===== config.mk =====
export PLATFORM = sky130hd
export DESIGN_NAME = pwls_reg_writer
export DESIGN_NICKNAME = d
export VERILOG_FILES = /design/src/rtl/pwls_reg_writer_pkg.sv /design/src/rtl/pwls_reg_writer.sv
export SDC_FILE = /design/constraint.sdc
export NUM_CORES = 1
export LEC_CHECK = 0
export ABC_AREA = 1
export ABC_CLOCK_PERIOD_IN_PS = 1210
export BUFFER_PORTS_ARGS = -buffer_cell sky130_fd_sc_hd__buf_2
export CORE_MARGIN = 5
export CORE_UTILIZATION = 47
export CTS_BUF_LIST = sky130_fd_sc_hd__clkbuf_16
export CTS_CLUSTER_DIAMETER = 100
export DETAILED_ROUTE_END_ITERATION = 16
export PLACE_DENSITY = 0.78
export SKIP_LAST_GASP = 1
export SYNTH_ARGS = -nofsm -noshare
export SYNTH_HDL_FRONTEND = slang
export SYNTH_SLANG_ARGS = --single-unit

===== constraint.sdc =====
create_clock -name clk -period 1.21 [get_ports clk]
set_input_delay 0.0605 -clock clk [delete_from_list [all_inputs] [get_ports clk]]
set_output_delay 0.0605 -clock clk [all_outputs]
set_load 0.05 [all_outputs]

===== src/rtl/pwls_reg_writer_pkg.sv =====
// Shared constants for the PWLS register writer: default data width and the
// header byte layout {cnt[1:0], addr[5:0]}.
package pwls_reg_writer_pkg;

    localparam int unsigned RegBitsDefault = 16;

    localparam int unsigned HdrCntLsb  = 6;
    localparam int unsigned HdrCntW    = 2;
    localparam int unsigned HdrAddrLsb = 0;
    localparam int unsigned HdrAddrW   = 6;

    // Wide enough for the byte index of a 32-bit word.
    localparam int unsigned ByteIdxW = 2;

    function automatic logic [HdrCntW-1:0] hdr_cnt(input logic [7:0] hdr);
        return hdr[HdrCntLsb +: HdrCntW];
    endfunction

    function automatic logic [HdrAddrW-1:0] hdr_addr(input logic [7:0] hdr);
        return hdr[HdrAddrLsb +: HdrAddrW];
    endfunction

endpackage


===== src/rtl/pwls_reg_writer.sv =====
// Parses header/data byte frames from the host link and issues single-cycle
// register writes (LSB-first words, auto-incrementing address within a burst).
module pwls_reg_writer
    import pwls_reg_writer_pkg::*;
#(
    parameter int unsigned REG_BITS  = RegBitsDefault,
    parameter int unsigned ADDR_BITS = 6
) (
    input  logic                 clk,
    input  logic                 rst_n,
    input  logic [7:0]           in_data,
    input  logic                 in_valid,
    output logic                 in_ready,
    input  logic                 in_sync,
    output logic [ADDR_BITS-1:0] reg_waddr,
    output logic [REG_BITS-1:0]  reg_wdata,
    output logic                 reg_we,
    output logic                 busy
);

    localparam int unsigned NBytes = REG_BITS / 8;
    localparam logic [ByteIdxW-1:0] LastIdx = ByteIdxW'(NBytes - 1);

    if ((REG_BITS % 8) != 0 || REG_BITS < 8 || REG_BITS > 32) begin : g_bad_reg_bits
        $error("REG_BITS must be a multiple of 8 between 8 and 32");
    end

    typedef enum logic [1:0] {
        StIdle,
        StData,
        StIssue
    } state_e;

    state_e                state_q;
    logic [ByteIdxW-1:0]   idx_q;
    logic [HdrCntW-1:0]    words_left_q;
    logic [ADDR_BITS-1:0]  waddr_q;
    logic [REG_BITS-1:0]   wdata_q;
    logic                  we_q;

    always_ff @(posedge clk or negedge rst_n) begin
        if (!rst_n) begin
            state_q      <= StIdle;
            idx_q        <= '0;
            words_left_q <= '0;
            waddr_q      <= '0;
            wdata_q      <= '0;
            we_q         <= 1'b0;
        end else begin
            we_q <= 1'b0;
            unique case (state_q)
                StIdle, StData: begin
                    // A resync byte is always a header, even in the middle of a word.
                    if (in_valid && (in_sync || state_q == StIdle)) begin
                        waddr_q      <= ADDR_BITS'(hdr_addr(in_data));
                        words_left_q <= hdr_cnt(in_data);
                        idx_q        <= '0;
                        state_q      <= StData;
                    end else if (in_sync) begin
                        idx_q   <= '0;
                        state_q <= StIdle;
                    end else if (in_valid) begin
                        for (int b = 0; b < NBytes; b++) begin
                            if (idx_q == ByteIdxW'(b)) begin
                                wdata_q[8*b +: 8] <= in_data;
                            end
                        end
                        if (idx_q == LastIdx) begin
                            idx_q   <= '0;
                            we_q    <= 1'b1;
                            state_q <= StIssue;
                        end else begin
                            idx_q <= idx_q + ByteIdxW'(1);
                        end
                    end
                end
                StIssue: begin
                    // The write strobe is already out; sync only suppresses the follow-on word.
                    if (in_sync || words_left_q == '0) begin
                        state_q <= StIdle;
                    end else begin
                        words_left_q <= words_left_q - HdrCntW'(1);
                        waddr_q      <= waddr_q + ADDR_BITS'(1);
                        state_q      <= StData;
                    end
                end
                default: state_q <= StIdle;
            endcase
        end
    end

    assign in_ready  = (state_q != StIssue);
    assign busy      = (state_q != StIdle);
    assign reg_we    = we_q;
    assign reg_waddr = waddr_q;
    assign reg_wdata = wdata_q;

endmodule


Yosys cells after proc, flatten, opt, wreduce, memory -nomap -nowiden. Cells that the tools add are included.

Register bits after elaboration: 29. Output and inout port bits: 25. Word-level logic and storage cells: 56.

Add/sub/neg operators: 3. Eq/ne operators: 8. Multiplexer cells: 21. Bitwise operators: 2. Reductions and logical operators: 15.

Operators by type and width (count): $mux 2 (10); $mux 6 (2); $pmux 6 s2 (1); $reduce_and 5->1 (2); $ne 4x4->1 const B (2); $pmux 2 s2 (2); $add 6x1->6 const B (1); $logic_not 2->1 (3); $mux 1 (6); $ne 2x2->1 const B (3); $eq 2x1->1 const B (2); $reduce_and 2->1 (2); $reduce_bool 2->1 (2); $reduce_and 3->1 (1); $reduce_bool 3->1 (1); $add 2x1->2 const B (1); $eq 2x2->1 const B (1); $logic_or 1x1->1 (2); $not 1->1 (2); $reduce_or 2->1 (1); $sub 2x1->2 const B (1); $logic_and 1x1->1 (1).

Longest topological paths before layout.
Depth in word-level cells: 6. Depth in mapped cells: 8. Mapped depth without buffers: 8.

Worst setup path before layout. No wires, ideal clock.

Path kind: flip-flop to flip-flop. Start: reg waddr_q[0] (netlist: reg_waddr[0]). End: reg waddr_q[4] (netlist: reg_waddr[4]). Arrival: 1.332 ns. Slack: -0.240 ns. Stages on the path, launching flop included: 7. Path buffers: 0. Period minus slack after synthesis: 1.450 ns. Path through: dfrtp_1 > ha_1 > inv_1 > o21ai_0 > nand3_1 > nand3_2 > nand2_1.

Word-level cells in the longest chain between the ends: 3.

Ends and longest elaborated chain: from (decl) (RTL line pwls_reg_writer.sv:37) `logic [ADDR_BITS-1:0] waddr_q;`; from (signal assigned) (RTL line pwls_reg_writer.sv:55) `waddr_q <= ADDR_BITS'(hdr_addr(in_data));`; from (signal assigned) (RTL line pwls_reg_writer.sv:83) `waddr_q <= waddr_q + ADDR_BITS'(1);`; $add 6x1->6 (RTL line pwls_reg_writer.sv:83); $mux 6 (RTL line pwls_reg_writer.sv:79) `if (in_sync || words_left_q == '0) begin`; $pmux 6 s2 (RTL line pwls_reg_writer.sv:51) `unique case (state_q)`.

No other way between the ends. The select of a mux whose other input is x is not followed. A chain may end at the register's enable or synchronous reset.

Final worst setup path.
Start: reg state_q[1]. End: reg wdata_q[0] (netlist: reg_wdata[0]).

Word-level cells in the longest chain between the ends: 5.

Ends and longest elaborated chain: from (decl) (RTL line pwls_reg_writer.sv:34) `state_e state_q;`; from (signal assigned) (RTL line pwls_reg_writer.sv:43) `state_q <= StIdle;`; from (signal assigned) (RTL line pwls_reg_writer.sv:58) `state_q <= StData;`; from (signal assigned) (RTL line pwls_reg_writer.sv:61) `state_q <= StIdle;`; $logic_not 2->1 (RTL line pwls_reg_writer.sv:51, pwls_reg_writer.sv:54); $logic_or 1x1->1 (RTL line pwls_reg_writer.sv:54) `if (in_valid && (in_sync || state_q == StIdle)) begin`; $logic_and 1x1->1 (RTL line pwls_reg_writer.sv:54); $not 1->1 (no line); $reduce_and 5->1 (no line) (*); to (signal, indexed assignment) (RTL line pwls_reg_writer.sv:65) `wdata_q[8*b +: 8] <= in_data;`; to (decl) (RTL line pwls_reg_writer.sv:38) `logic [REG_BITS-1:0] wdata_q;`.

Mark *: on every way between the ends. The rest lies on a longest branch, timed or not.

==> results.sh <==
export IMPL_grt_busiest_layer="met2"
export IMPL_drt_wirelength_per_cell_um=14.0
export IMPL_ys_types=21
export IMPL_power_uw=5160
export IMPL_finalHoldViolCount=0
export IMPL_critPathArrivalTime_ps=1480
export IMPL_die_x_um=65.9
export IMPL_ys_top_cells_by_area="dfrtp_1 (49%), o21ai_2 (12%), nand2_1 (12%)"
export IMPL_clock_skew_ps=5.77
export IMPL_hold_path_class="primary input to register"
export IMPL_clock_latency_ps=280
export IMPL_postRouteAntennaNets=0
export IMPL_violations="setup timing"
export IMPL_dp_slack_ps=-52.0
export IMPL_slew_viol_final=0
export IMPL_dpl_hpwl_um=2440
export IMPL_dpl_cell_area_um2=1770
export IMPL_place_gp_congestion=0.849
export IMPL_start_util_pct=48.6
export IMPL_fin_ws_ps=-111
export IMPL_die_y_um=65.9
export IMPL_ios=37
export IMPL_cts_sinks=29
export IMPL_max_vdd_ir_drop_uv=1640
export IMPL_finalSetupViolCount=26
export IMPL_critical_path_max_fanout=16
export IMPL_rsz0062_at_grt="yes"
export IMPL_grt_max_degree=21
export IMPL_grt_use_met3_pct=5.95
export IMPL_cts_tree="done"
export IMPL_post_route_drc_count=0
export IMPL_areaGrowthSynthToFinish_pct=44.5
export IMPL_cts_path_max_buffers=2
export IMPL_slew_headroom_pct=70.9
export IMPL_die_area_um2=4350
export IMPL_grt_use_total_pct=17.3
export IMPL_status="complete, but fails checks"
export IMPL_end_kind="register"
export IMPL_ys_seq_area_share_pct=49.4
export IMPL_nets=237
export IMPL_grt_pass1_vias=1199
export IMPL_vias=1275
export IMPL_antennaDiodeCount=0
export IMPL_ctsRootBufferMaster="clkbuf_16"
export IMPL_final_common_cell="nand2_1"
export IMPL_clkTransAtPathRegs_ps=50
export IMPL_rows=20
export IMPL_power_leakage_uw=0.00110
export IMPL_mostFrequentLayoutCells="nand2_1 (36), buf_2 (34), inv_1 (24), dfrtp_1 (23), o21ai_2 (22)"
export IMPL_synth_area_leader_cell="dfrtp_1"
export IMPL_fmaxAchievable_mhz=757
export IMPL_fin_setup_tns_ps=-1640
export IMPL_synth_top_area_share_pct=49.4
export IMPL_finalCritPeriodShare_pct=109
export IMPL_drive_gt1_share_pct=49.6
export IMPL_grt_pass1_wl_um=5610
export IMPL_tightest_slew_ps=436
export IMPL_syn_num_nets=179
export IMPL_core_area_um2=3030
export IMPL_post_route_util_pct=70.2
export IMPL_drv_cap=0
export IMPL_ys_ff_latch=29
export IMPL_grt_overflow=0
export IMPL_grt_met1_usage_pct=21.8
export IMPL_via_per_inst=4.76
export IMPL_drt_iter0_drc=55
export IMPL_portBuffers=36
export IMPL_antenna_found_initial=0
export IMPL_numCtsBuffers=5
export IMPL_min_period_ps=1320
export IMPL_first_pass_iters=4
export IMPL_worstSetupStartpointType="register"
export IMPL_htree_levels=2
export IMPL_mappedNetlistArea_um2=1470
export IMPL_critical_path_class="register to register"
export IMPL_power_density_nw_per_um2=2430
export IMPL_finalInstanceArea_um2=2120
export IMPL_syn_area_per_cell_um2=8.91
export IMPL_synthCells=165
export IMPL_totalWireLength_um=3750
export IMPL_required_ps=1370
export IMPL_yosysWarningCount=0
export IMPL_met2_usage_pct=26.0
==> kinds of logic (layout without fill, tap and decap cells) <==
logic type	Yosys count	in the layout	share of synthesized area [%]
flip-flops	29	29	49.4
adder cells (fa/ha/maj)	2	2	1.70
AND/OR/NAND/NOR	71	73	22.7
AO/OA/AOI/OAI	33	33	16.5
buffers and inverters	30	87	9.70
==> layer usage <==
metal	vias up	part of all wire [%]
met5	-	0
met3	10	4.5
li1	640	-
met4	0	2.7
met2	33	51
met1	592	41
==> state kept, by name (all words and copies together) (netlist names) <==
name,count
reg_we,1
words_left_q,2
state_q,2
idx_q,2
reg_waddr,6
reg_wdata,16
==> worst max-delay path: stages (launching register included) <==
cell	delay, ps
dfrtp_2	430
buf_4	160
nor3_4	190
nand2_2	100
buf_12	160
nand2_1	90
o21ai_2	60
==> metrics by stage <==
| step | std cells | hold WS [ps] |
|---|---|---|
| floorplan | 165 | -235 |
| global placement | 251 | 19.2 |
| detailed placement | 251 | 25.0 |
| CTS | 262 | 78.7 |
| global route | 268 | 98.9 |
| finish | 268 | 81.0 |
==> cell usage after synthesis <==
cell      number
nand2_1       46
nand3_2        2
nor2_2         2
ha_1           2
o21bai_1       1
nor3_4         1
o21ai_1        1
a21oi_1        2
nand4_1        1
dfrtp_1       29
and2_1         1
o21ai_2       20
inv_2          1
nand3_1        8
nand2_4        1
nor2_1         5
buf_6          4
nand2_2        3
o21ai_0        9
nor2_4         1
inv_1         25
==> timing repair <==
item,in CTS,in global routing
buffers inserted,2,4
hold buffers,1,0
hold endpoints to repair,18,0
gates resized for setup,2,31
gates cloned,0,2
pin swaps,0,8
endpoints found under the setup margin,23,28
==> final timing paths <==
| kind | slack (ps) | depth (start not counted) | startpoint | to |
|---|---|---|---|---|
| min reg2reg | 480 | 2 | reg_wdata[4] | reg_wdata[4] |
| min | 80 | 3 | in_data[6] | reg_wdata[6] |
| max in group asynchronous | 480 | 3 | rst_n | reg_wdata[3] |
| min in group asynchronous | 260 | 2 | rst_n | reg_wdata[1] |
| max | -110 | 6 | state_q[1] | reg_wdata[0] |
| max reg2reg | -110 | 6 | state_q[1] | reg_wdata[0] |
==> where the power goes <==
group | switching [µW] | internal [µW] | total, µW
Sequential | 251 | 1290 | 1540
Clock | 406 | 952 | 1360
Combinational | 1630 | 631 | 2260
==> cell type report <==
| cell class | instances | area (µm²) |
|---|---|---|
| Fill cell | 207 | 903 |
| Sequential cell | 29 | 733 |
| Multi-Input combinational cell | 108 | 709 |
| Timing Repair Buffer | 53 | 363 |
| Clock buffer | 5 | 125 |
| Inverter | 26 | 101 |
| Tap cell | 44 | 55.1 |
| Clock inverter | 3 | 37.5 |
No activity file was read; power rests on OpenSTA's default activity.
